## src/rtl/nibble_countdown_pkg.sv

```systemverilog
// Shared constants for the nibble countdown timer: state encodings and default width.
package nibble_countdown_pkg;

  localparam int DEFAULT_WIDTH = 4;

  localparam logic [1:0] ST_IDLE = 2'd0;
  localparam logic [1:0] ST_RUN  = 2'd1;
  localparam logic [1:0] ST_DONE = 2'd2;

endpackage

```

## src/rtl/nibble_countdown_if.sv

```systemverilog
// Request/status bundle between a sequencer (master) and the countdown timer (slave).
interface nibble_countdown_if
  import nibble_countdown_pkg::*;
#(
  parameter int WIDTH = DEFAULT_WIDTH
);

  logic             start;
  logic [WIDTH-1:0] load_value;
  logic             abort;
  logic             ack;
  logic [WIDTH-1:0] count;
  logic             busy;
  logic             done;
  logic             is_zero;

  modport master (
    output start, load_value, abort, ack,
    input  count, busy, done, is_zero
  );

  modport slave (
    input  start, load_value, abort, ack,
    output count, busy, done, is_zero
  );

endinterface

```

## src/rtl/nibble_countdown_tick_gen.sv

```systemverilog
// Prescaler: emits a one-cycle tick every PRESCALE enabled cycles; clear restarts the phase.
module nibble_countdown_tick_gen #(
  parameter int PRESCALE = 1
) (
  input  logic clk,
  input  logic rst_n,
  input  logic clear,
  input  logic enable,
  output logic tick
);

  localparam int             PW   = (PRESCALE > 1) ? $clog2(PRESCALE) : 1;
  localparam logic [PW-1:0]  LAST = PW'(PRESCALE - 1);

  logic [PW-1:0] preR;
  logic [PW-1:0] preNextS;

  assign tick = enable && (preR == LAST);

  // Next prescaler phase: clear dominates, wrap on tick, otherwise advance while enabled.
  always_comb begin
    preNextS = preR;
    if (clear) begin
      preNextS = {PW{1'b0}};
    end else if (tick) begin
      preNextS = {PW{1'b0}};
    end else if (enable) begin
      preNextS = preR + PW'(1);
    end else begin
      preNextS = preR;
    end
  end

  // Prescaler phase register.
  always_ff @(posedge clk or negedge rst_n) begin
    if (!rst_n) begin
      preR <= {PW{1'b0}};
    end else begin
      preR <= preNextS;
    end
  end

endmodule

```

## src/rtl/nibble_countdown.sv

```systemverilog
// Loadable prescaled down-counter with a done/ack handshake for sequencing delays.
module nibble_countdown
  import nibble_countdown_pkg::*;
#(
  parameter int WIDTH    = DEFAULT_WIDTH,
  parameter int PRESCALE = 1
) (
  input  logic clk,
  input  logic rst_n,
  nibble_countdown_if.slave bus
);

  localparam logic [WIDTH-1:0] ZERO = {WIDTH{1'b0}};
  localparam logic [WIDTH-1:0] ONE  = WIDTH'(1);

  logic [1:0]       stateR;
  logic [1:0]       stateNextS;
  logic [WIDTH-1:0] countR;
  logic [WIDTH-1:0] countNextS;
  logic             tickS;
  logic             preClearS;
  logic             preEnableS;

  // Prescaler only runs in RUN; any other state or an abort pins it to phase 0.
  assign preEnableS = (stateR == ST_RUN);
  assign preClearS  = (stateR != ST_RUN) || bus.abort;

  nibble_countdown_tick_gen #(
    .PRESCALE(PRESCALE)
  ) u_tick_gen (
    .clk   (clk),
    .rst_n (rst_n),
    .clear (preClearS),
    .enable(preEnableS),
    .tick  (tickS)
  );

  // Next-state and next-count decode.
  always_comb begin
    stateNextS = stateR;
    countNextS = countR;
    case (stateR)
      ST_IDLE: begin
        if (bus.start) begin
          countNextS = bus.load_value;
          stateNextS = (bus.load_value != ZERO) ? ST_RUN : ST_DONE;
        end else begin
          stateNextS = ST_IDLE;
        end
      end
      ST_RUN: begin
        // Abort beats a coincident final tick.
        if (bus.abort) begin
          stateNextS = ST_IDLE;
          countNextS = ZERO;
        end else if (tickS) begin
          countNextS = countR - ONE;
          stateNextS = (countR == ONE) ? ST_DONE : ST_RUN;
        end else begin
          stateNextS = ST_RUN;
        end
      end
      ST_DONE: begin
        countNextS = ZERO;
        if (bus.ack) begin
          stateNextS = ST_IDLE;
        end else begin
          stateNextS = ST_DONE;
        end
      end
      default: begin
        stateNextS = ST_IDLE;
        countNextS = ZERO;
      end
    endcase
  end

  // State and count registers.
  always_ff @(posedge clk or negedge rst_n) begin
    if (!rst_n) begin
      stateR <= ST_IDLE;
      countR <= ZERO;
    end else begin
      stateR <= stateNextS;
      countR <= countNextS;
    end
  end

  assign bus.count   = countR;
  assign bus.busy    = (stateR == ST_RUN);
  assign bus.done    = (stateR == ST_DONE);
  assign bus.is_zero = (countR == ZERO);

endmodule

```

## src/flat_wrapper.sv

```systemverilog
// flat-port wrapper written by rule: the top's interface ports become plain ports
module nibble_countdown_flat import nibble_countdown_pkg::*;
#(
  parameter int WIDTH    = DEFAULT_WIDTH,
  parameter int PRESCALE = 1
)
  (clk, rst_n, bus_start, bus_load_value, bus_abort, bus_ack, bus_count, bus_busy, bus_done, bus_is_zero);
  nibble_countdown_if #(.WIDTH(WIDTH)) bus_i ();
  input  logic clk;
  input  logic rst_n;
  input wire logic [$bits(bus_i.start)-1:0] bus_start;
  input wire logic [$bits(bus_i.load_value)-1:0] bus_load_value;
  input wire logic [$bits(bus_i.abort)-1:0] bus_abort;
  input wire logic [$bits(bus_i.ack)-1:0] bus_ack;
  output wire logic [$bits(bus_i.count)-1:0] bus_count;
  output wire logic [$bits(bus_i.busy)-1:0] bus_busy;
  output wire logic [$bits(bus_i.done)-1:0] bus_done;
  output wire logic [$bits(bus_i.is_zero)-1:0] bus_is_zero;
  assign bus_i.start = bus_start;
  assign bus_i.load_value = bus_load_value;
  assign bus_i.abort = bus_abort;
  assign bus_i.ack = bus_ack;
  assign bus_count = bus_i.count;
  assign bus_busy = bus_i.busy;
  assign bus_done = bus_i.done;
  assign bus_is_zero = bus_i.is_zero;
  nibble_countdown #(.WIDTH(WIDTH), .PRESCALE(PRESCALE)) u_core (.clk(clk), .rst_n(rst_n), .bus(bus_i));
endmodule
```

## config.mk

```make
export PLATFORM = sky130hd
export DESIGN_NAME = nibble_countdown_flat
export DESIGN_NICKNAME = d
export VERILOG_FILES = /design/src/rtl/nibble_countdown_pkg.sv /design/src/rtl/nibble_countdown_if.sv /design/src/rtl/nibble_countdown_tick_gen.sv /design/src/rtl/nibble_countdown.sv /design/src/flat_wrapper.sv
export SDC_FILE = /design/constraint.sdc
export NUM_CORES = 1
export LEC_CHECK = 0
export CORE_MARGIN = 2
export CORE_UTILIZATION = 35
export DETAILED_ROUTE_END_ITERATION = 7
export DONT_BUFFER_PORTS = 1
export SYNTH_ARGS = -nofsm -noshare
export SYNTH_HDL_FRONTEND = slang
export SYNTH_SLANG_ARGS = --single-unit
export TNS_END_PERCENT = 10
```

## constraint.sdc

```tcl
create_clock -name clk -period 3.6 [get_ports clk]
set_clock_uncertainty 0.15 [all_clocks]
set_input_delay 0.54 -clock clk [delete_from_list [all_inputs] [get_ports clk]]
set_output_delay 0.54 -clock clk [all_outputs]
set_load 0.01 [all_outputs]
```

**Yosys cells after proc, flatten, opt, wreduce, memory -nomap -nowiden**

Cells that the tools add are included.

- Memories kept: 0
- Output and inout port bits: 7
- Word-level logic and storage cells: 33
- Bits in latches: 0
- RAM bits: 0
- Bits in read-only memories: 0
- Register bits: 7

- Shift-type cells: 0
- Multiplexer cells: 14
- Add/subtract/negate cells: 2
- Multipliers: 0
- Div/mod/pow operators: 0
- Order comparisons: 0
- Bitwise logic cells: 1
- Equal/unequal tests: 6
- Reductions and logical operators: 7

Operator list:

| operator | count |
|---|---|
| $mux 2 | 6 |
| $mux 4 | 3 |
| $pmux 4 s2 | 1 |
| $pmux 2 s3 | 1 |
| $eq 4x1->1 const B | 1 |
| $logic_not 4->1 | 1 |
| $reduce_bool 4->1 | 1 |
| $sub 4x1->4 const B | 1 |
| $mux 1 | 3 |
| $ne 3x2->1 const B | 1 |
| $reduce_bool 3->1 | 1 |
| $eq 2x1->1 const B | 1 |
| $eq 2x2->1 const B | 1 |
| $logic_not 2->1 | 1 |
| $ne 2x1->1 const B | 1 |
| $ne 2x2->1 const B | 1 |
| $reduce_and 2->1 | 1 |
| $add 1x1->1 const B | 1 |
| $logic_and 1x1->1 | 1 |
| $logic_or 1x1->1 | 1 |
| $not 1->1 | 1 |

**Longest topological paths before layout**

Gate-level depths: netlist of the first run.

- Word-level depth: 5
- Mapped depth: 5

**Hierarchy**

From an unflattened synthesis of the first run, not the netlist that was laid out.

- Cells, all modules: 56
- Area total of the unflattened synthesis: 498.0 um2

By module, submodules not included:

| module | sequential area each (um2) | area an instance (um2) | times used | cells each |
|---|---|---|---|---|
| nibble_countdown | 150.1 | 451.7 | 1 | 53 |
| nibble_countdown_tick_gen | 25.0 | 46.3 | 1 | 3 |

**Least setup slack after synthesis of the first run**

Ideal clock, no wire load.

- Path type: register to output
- Start point: register u_core.countR[0], in the netlist u_core.bus.count[0]
- End point: output bus_is_zero
- Slack: 1,928 ps
- Buffers on the path: 0
- Arrival time: 982 ps
- Cell stages (with the launch flop): 4
- Cells stage by stage: dfrtp_1 -> inv_1 -> ha_1 -> nor3b_1

- Longest elaborated chain between the ends: 1

RTL lines:

| element | RTL line | text |
|---|---|---|
| start: declaration | nibble_countdown.sv:18 | `logic [WIDTH-1:0] countR;` |
| start signal: assignment | nibble_countdown.sv:85 | `countR <= countNextS;` |
| $logic_not 4->1 | nibble_countdown.sv:92 | `assign bus.is_zero = (countR == ZERO);` |
| end: declaration | flat_wrapper.sv:18 | `output wire logic [$bits(bus_i.is_zero)-1:0] bus_is_zero;` |

No other way between the ends.

**Final worst setup path of the first run**

Ends and elaborated chain as after synthesis.

==> flow_results.xml, run 1 <==
<?xml version="1.0" encoding="UTF-8"?>
<metrics>
  <group name="cells_and_area">
    <metric name="mostFrequentLayoutCells" unit="">sky130_fd_sc_hd__dfrtp_1 (7), sky130_fd_sc_hd__inv_1 (5)</metric>
    <metric name="postLayoutCoreUtil" unit="%">41.0</metric>
    <metric name="antenna_cells" unit="">0</metric>
    <metric name="fraction_of_layout_cells_with_a_size_suffix_above_1" unit="%">10.9</metric>
    <metric name="areaGrowthSynthToFinish" unit="%">9.79</metric>
    <metric name="number_of_filler_instances_in_the_final_layout" unit="">138</metric>
    <metric name="stdcell_count" unit="">70</metric>
    <metric name="mostFrequentLayoutCell" unit="">sky130_fd_sc_hd__dfrtp_1</metric>
    <metric name="seqCellArea" unit="µm²">175</metric>
    <metric name="multi_input_gate_area_in_the_final_layout" unit="µm²">284</metric>
    <metric name="stdcell_area" unit="µm²">533</metric>
    <metric name="nets" unit="">68</metric>
  </group>
  <group name="worst_setup_path">
    <metric name="critical_path.max_fanout" unit="">5</metric>
    <metric name="critPathCaptureType" unit="">output port</metric>
    <metric name="crit_arrival" unit="ps">1330</metric>
    <metric name="timing.critical_path.from_type" unit="">register</metric>
    <metric name="critPathRequiredTime" unit="ps">2910</metric>
    <metric name="critPathKind" unit="">reg2out</metric>
  </group>
  <group name="logic_synthesis">
    <metric name="yosys_warnings" unit="">0</metric>
    <metric name="synth_area_leaders" unit="">sky130_fd_sc_hd__dfrtp_1 (36%), sky130_fd_sc_hd__ha_1 (7.7%), sky130_fd_sc_hd__nor3b_1 (4.6%)</metric>
    <metric name="netlist.area_leader.share" unit="%">36.1</metric>
    <metric name="postSynthRegisterBits" unit="">7</metric>
    <metric name="total_nets_after_synthesis" unit="">63</metric>
    <metric name="ys_types" unit="">28</metric>
    <metric name="post_synth.cell_area_avg" unit="µm²">9.52</metric>
    <metric name="synth_cells" unit="">51</metric>
    <metric name="seq_area_frac_synth" unit="%">36.1</metric>
    <metric name="mappedNetlistArea" unit="µm²">485</metric>
    <metric name="netlist.top_cell.by_area" unit="">sky130_fd_sc_hd__dfrtp_1</metric>
  </group>
  <group name="sta">
    <metric name="fin_tns_setup" unit="ps">0</metric>
    <metric name="setup_repair_after_global_routing_missed_its_margin" unit="">false</metric>
    <metric name="worst_hold_slack" unit="ps">250</metric>
    <metric name="finalSetupViolCount" unit="">0</metric>
    <metric name="final_critical_path_setup_slack" unit="ps">1580</metric>
    <metric name="final.period_utilization" unit="%">56.1</metric>
    <metric name="max_clock_freq" unit="GHz">0.495</metric>
    <metric name="final_hold_viol_count" unit="">0</metric>
    <metric name="slew_violations" unit="">0</metric>
    <metric name="fin_crit" unit="ps">2020</metric>
  </group>
  <group name="routing">
    <metric name="finalWirelength" unit="µm">978</metric>
    <metric name="vias" unit="">378</metric>
    <metric name="viasPerCell" unit="">5.40</metric>
    <metric name="avgRoutedWirePerCell" unit="µm">14.0</metric>
    <metric name="antenna_violating_nets_post_route" unit="">0</metric>
    <metric name="drc" unit="">0</metric>
    <metric name="firstDrtPassIters" unit="">3</metric>
    <metric name="drt_first_iter_violations" unit="">1</metric>
  </group>
  <group name="die">
    <metric name="initial_utilization" unit="%">37.3</metric>
    <metric name="die_width" unit="µm">41.2</metric>
    <metric name="floorplan.core_area" unit="µm²">1300</metric>
    <metric name="core.rowCount" unit="">13</metric>
    <metric name="floorplan.die_area" unit="µm²">1700</metric>
    <metric name="io-pin-count" unit="">16</metric>
    <metric name="chipHeight" unit="µm">41.2</metric>
  </group>
  <group name="placed_design">
    <metric name="placed_cells_incl_taps" unit="">65</metric>
    <metric name="worst_slack_placed" unit="ps">1850</metric>
    <metric name="gp_routability_congestion" unit="">0.820</metric>
    <metric name="placed_cell_area" unit="µm²">497</metric>
    <metric name="hpwl" unit="µm">789</metric>
    <metric name="io_buffers" unit="">0</metric>
  </group>
  <group name="global_routing">
    <metric name="globalRouteOverflowTotal" unit="">0</metric>
    <metric name="grtUsageTotal" unit="%">15.4</metric>
    <metric name="number_of_antenna_violations_at_the_first_check_in_global_routing" unit="">0</metric>
    <metric name="largest_net_degree_at_the_start_of_global_routing" unit="">14</metric>
    <metric name="first_global_vias" unit="">374</metric>
    <metric name="grt_pass1_wl" unit="µm">1550</metric>
  </group>
  <group name="power_and_ir_drop">
    <metric name="design_power_total" unit="mW">0.377</metric>
    <metric name="pwr_density_cell" unit="nW/µm²">707</metric>
    <metric name="vdd_ir_drop_max" unit="mV">0.233</metric>
    <metric name="p_leak" unit="nW">0.225</metric>
  </group>
  <group name="clock_tree">
    <metric name="h-tree-depth" unit="">1</metric>
    <metric name="cts_tree" unit="">done</metric>
    <metric name="path_clk_slew" unit="ps">60</metric>
    <metric name="clk_latency" unit="ps">250</metric>
    <metric name="clock-sinks" unit="">7</metric>
    <metric name="cts_root_buffer" unit="">sky130_fd_sc_hd__clkbuf_4</metric>
    <metric name="post_cts_resized" unit="">0</metric>
    <metric name="cts_setup_buffers" unit="">0</metric>
    <metric name="cts-buffers-inserted" unit="">3</metric>
    <metric name="cts_buffer_depth" unit="">2</metric>
  </group>
  <group name="run_status">
    <metric name="status" unit="">complete, no violations</metric>
  </group>
  <group name="run">
    <metric name="cap_viol_max_count" unit="">0</metric>
  </group>
  <group name="worst_hold_path">
    <metric name="hold_path_class" unit="">in2reg</metric>
  </group>
</metrics>
-- registers in the layout, indices dropped and copies added, names as in the netlist --
name                    flops
u_core.bus.count            4
u_core.stateR               2
u_core.u_tick_gen.preR      1
-- worst paths after layout --
kind                                         from                   to  slack (ps)  cells after the start
min                                       bus_ack     u_core.stateR[1]         250                      1
min in group asynchronous                   rst_n  u_core.bus.count[0]         470                      1
max                           u_core.bus.count[0]          bus_is_zero        1580                      3
min reg2reg                u_core.u_tick_gen.preR     u_core.stateR[0]         490                      3
max reg2reg                   u_core.bus.count[1]     u_core.stateR[0]        2000                      5
max in group asynchronous                   rst_n  u_core.bus.count[3]        2580                      1
-- area by class of cell --
| type | instances | share of cell area (%) |
|---|---|---|
| multi-input cells | 38 | 53.3 |
| flip-flops and latches | 7 | 32.9 |
| clock buffers | 4 | 4.93 |
| inverters | 5 | 3.52 |
| well taps | 15 | 3.52 |
| repair buffers | 1 | 1.88 |
-- where the power goes --
part           internal (mW)  switching, mW  leakage [nW]
clock                 0.0424         0.0309        0.0150
combinational         0.0657         0.0782         0.123
sequential             0.105         0.0544        0.0875
-- critical path, cell delays in order, from the launching register on --
cell	delay, ps
sky130_fd_sc_hd__dfrtp_1	450
sky130_fd_sc_hd__inv_1	130
sky130_fd_sc_hd__ha_1	140
sky130_fd_sc_hd__nor3b_1	350
-- timing repair --
item,CTS,global route
hold endpoints to repair,7,0
hold buffers,1,0
setup endpoints to repair,0,0
-- kinds of logic (layout without fill, tap and decap cells) --
logic type | after synthesis | after routing | share of synthesized area [%]
other | 1 | 1 | 0.772
flip-flops | 7 | 7 | 36.1
adder cells (fa/ha/maj) | 3 | 3 | 7.73
buffers and inverters | 6 | 10 | 5.41
XOR/XNOR | 1 | 1 | 1.80
AND/OR/NAND/NOR | 21 | 21 | 27.3
multiplexers | 2 | 2 | 4.12
AO/OA/AOI/OAI | 10 | 10 | 16.8
-- routing by layer --
layer	track usage, %	part of all wire [%]
met5	0	0
met4	9.68	2.2
met3	6.52	5.9
met2	22.7	48
met1	18.2	44
-- cell usage after synthesis (all sizes together) --
master / n
and2b: 1
nor3b: 4
nor4b: 1
conb: 1
a21oi: 1
a31oi: 1
a32oi: 1
mux2i: 2
ha: 3
nor3: 1
a211o: 1
nor2: 2
buf: 1
nand3b: 2
inv: 5
nand3: 3
nand2: 2
nor2b: 3
nor4: 1
o21ai: 2
xor2: 1
o211ai: 1
or2: 1
o311ai: 1
dfrtp: 7
o2bb2ai: 2
Note: power is estimated with default switching activity, not from simulation.
==> run 2: changes to the inputs <==
==> constraint.sdc (replaced) <==
create_clock -name clk -period 1.8 [get_ports clk]
set_clock_uncertainty 0.15 [all_clocks]
set_input_delay 0.27 -clock clk [delete_from_list [all_inputs] [get_ports clk]]
set_output_delay 0.27 -clock clk [all_outputs]
set_load 0.01 [all_outputs]
==> flow_results.xml, run 2 (synthesis gave the netlist of run 1 again) <==
<?xml version="1.0" encoding="UTF-8"?>
<metrics>
  <group name="sta">
    <metric name="max-slew-margin-rel" unit="%">67.2</metric>
    <metric name="fin_tns_setup" unit="ps">0</metric>
    <metric name="max_clock_freq" unit="GHz">0.605</metric>
    <metric name="setup_repair_after_global_routing_missed_its_margin" unit="">false</metric>
    <metric name="slew_violations" unit="">0</metric>
    <metric name="fin_crit" unit="ps">1650</metric>
    <metric name="worst_hold_slack" unit="ps">14.3</metric>
    <metric name="final.period_utilization" unit="%">91.8</metric>
    <metric name="final_hold_viol_count" unit="">0</metric>
    <metric name="tightest_slew" unit="ps">485</metric>
    <metric name="finalSetupViolCount" unit="">0</metric>
  </group>
  <group name="power_and_ir_drop">
    <metric name="vdd_ir_drop_max" unit="mV">0.412</metric>
    <metric name="pwr_density_cell" unit="nW/µm²">1380</metric>
    <metric name="p_leak" unit="nW">0.236</metric>
  </group>
  <group name="worst_setup_path">
    <metric name="critical_r2r_launch" unit="">u_core.bus.count[1]</metric>
    <metric name="critPathCaptureType" unit="">output port</metric>
    <metric name="r2r.worst_path.cells" unit="">5</metric>
    <metric name="cp_slowest_stage_delay" unit="ps">460</metric>
    <metric name="timing.critical_path.from_type" unit="">register</metric>
    <metric name="ff2ff_setup_slack" unit="ps">170</metric>
    <metric name="regToRegEndpoint" unit="">u_core.stateR[0]</metric>
    <metric name="crit_arrival" unit="ps">1230</metric>
    <metric name="crit_path_top_delay_cell" unit="">sky130_fd_sc_hd__dfrtp_1</metric>
    <metric name="crit_path_cells" unit="">inv_1, ha_1, nor3b_2</metric>
    <metric name="critical_path.max_fanout" unit="">5</metric>
    <metric name="critPathRequiredTime" unit="ps">1380</metric>
    <metric name="critPathKind" unit="">reg2out</metric>
  </group>
  <group name="routing">
    <metric name="route.met2.wl" unit="µm">494</metric>
    <metric name="highest_routing_layer_actually_used" unit="">met4</metric>
    <metric name="finalWirelength" unit="µm">1040</metric>
    <metric name="firstDrtPassIters" unit="">4</metric>
    <metric name="met3WireLength" unit="µm">75</metric>
    <metric name="avgRoutedWirePerCell" unit="µm">14.4</metric>
    <metric name="viasPerCell" unit="">5.67</metric>
    <metric name="drc" unit="">0</metric>
    <metric name="detail_route.wirelength.met1" unit="µm">452</metric>
    <metric name="drt_first_iter_violations" unit="">12</metric>
    <metric name="vias" unit="">408</metric>
    <metric name="antenna_violating_nets_post_route" unit="">0</metric>
  </group>
  <group name="run_status">
    <metric name="status" unit="">complete, no violations</metric>
  </group>
  <group name="global_routing">
    <metric name="first_global_vias" unit="">391</metric>
    <metric name="globalRouteOverflowTotal" unit="">0</metric>
    <metric name="grtUsageTotal" unit="%">16.3</metric>
    <metric name="grt_pass1_wl" unit="µm">1640</metric>
    <metric name="largest_net_degree_at_the_start_of_global_routing" unit="">14</metric>
    <metric name="number_of_antenna_violations_at_the_first_check_in_global_routing" unit="">0</metric>
  </group>
  <group name="worst_hold_path">
    <metric name="hold_path_class" unit="">in2reg</metric>
    <metric name="holdCritStartpoint" unit="">bus_start</metric>
    <metric name="holdPathStages" unit="">2</metric>
    <metric name="holdPathEnd" unit="">u_core.stateR[1]</metric>
  </group>
  <group name="die">
    <metric name="chipHeight" unit="µm">41.2</metric>
    <metric name="io-pin-count" unit="">16</metric>
    <metric name="floorplan.die_area" unit="µm²">1700</metric>
    <metric name="initial_utilization" unit="%">37.3</metric>
    <metric name="die_width" unit="µm">41.2</metric>
    <metric name="core.rowCount" unit="">13</metric>
    <metric name="floorplan.core_area" unit="µm²">1300</metric>
  </group>
  <group name="placed_design">
    <metric name="hpwl" unit="µm">813</metric>
    <metric name="io_buffers" unit="">0</metric>
    <metric name="gp_routability_congestion" unit="">0.758</metric>
  </group>
  <group name="cells_and_area">
    <metric name="areaGrowthSynthToFinish" unit="%">14.9</metric>
    <metric name="nets" unit="">70</metric>
    <metric name="antenna_cells" unit="">0</metric>
    <metric name="largest_reg_flops" unit="">4</metric>
    <metric name="mostFrequentLayoutCells" unit="">sky130_fd_sc_hd__dfrtp_1 (7), sky130_fd_sc_hd__inv_1 (5)</metric>
    <metric name="postLayoutCoreUtil" unit="%">42.9</metric>
    <metric name="fraction_of_layout_cells_with_a_size_suffix_above_1" unit="%">12.3</metric>
    <metric name="mostFrequentLayoutCell" unit="">sky130_fd_sc_hd__dfrtp_1</metric>
  </group>
  <group name="clock_tree">
    <metric name="clk_latency" unit="ps">260</metric>
    <metric name="cts_root_buffer" unit="">sky130_fd_sc_hd__clkbuf_4</metric>
    <metric name="h-tree-depth" unit="">1</metric>
    <metric name="cts_buffer_depth" unit="">2</metric>
    <metric name="clock-sinks" unit="">7</metric>
    <metric name="cts_setup_buffers" unit="">0</metric>
    <metric name="cts_tree" unit="">done</metric>
    <metric name="cts-buffers-inserted" unit="">3</metric>
    <metric name="path_clk_slew" unit="ps">60</metric>
  </group>
  <group name="run">
    <metric name="cap_viol_max_count" unit="">0</metric>
  </group>
</metrics>
-- run 2: cell types whose count changed in the layout (fill, tap and decap cells not counted) --
cell and delta:
sky130_fd_sc_hd__nor3b_2 +1, sky130_fd_sc_hd__dlygate4sd3_1 +2, sky130_fd_sc_hd__nor3b_1 -1
-- run 2: worst max-delay path: cells and delay by family, from the launching register on --
kind / cells / cell delay [ps]
buf+inv: 1 / 130
fa+ha+maj: 1 / 150
flops: 1 / 460
simple gates: 1 / 230
-- run 2: repair_timing --
item / 4_1_cts / 5_1_grt
hold endpoints to repair: 9 / 0
setup endpoints to repair: 0 / 1
gates resized for setup: 0 / 1
hold buffers: 3 / 0
-- run 2: stage by stage --
| step | instance area, µm² | setup slack [ps] | std cells | total power, mW |
|---|---|---|---|---|
| 4_1_cts | 553 | 3.75 | 72 | 0.772 |
| 3_5_place_dp | 497 | 183 | 65 | 0.607 |
| 3_3_place_gp | 497 | 199 | 65 | 0.607 |
| 6_report | 558 | 148 | 72 | 0.770 |
| 5_1_grt | 558 | 20.5 | 72 | 0.852 |
| 2_1_floorplan | 485 | 387 | 51 | 0.549 |
-- run 2: final cells by class --
cell class	instances	area [µm²]
clock buffer	4	26.3
tap	15	18.8
inverter	5	18.8
fill	136	743
sequential	7	175
multi-input combinational	38	289
timing repair buffer	3	30.0
-- run 2: worst max-delay path by stage --
stage,from,end,slack (ps),cells past startpoint
floorplan,u_core.bus.count[1],u_core.stateR[0],390,5
global placement,u_core.bus.count[1],u_core.stateR[0],200,5
detailed placement,u_core.bus.count[1],u_core.stateR[0],180,5
CTS,u_core.bus.count[0],bus_is_zero,4,3
global route,u_core.bus.count[1],u_core.stateR[0],20,5
finish,u_core.bus.count[0],bus_is_zero,150,3
-- run 2: power by group --
part / total (mW) / switching, mW / internal (mW)
clock: 0.152 / 0.0673 / 0.0852
combinational: 0.295 / 0.157 / 0.138
sequential: 0.322 / 0.112 / 0.210
-- run 2: per-layer routing --
layer / vias up / GRT usage [%]
met4: 0 / 9.68
met1: 196 / 19.4
met5: - / 0
met3: 2 / 7.07
met2: 14 / 23.8
li1: 196 / -
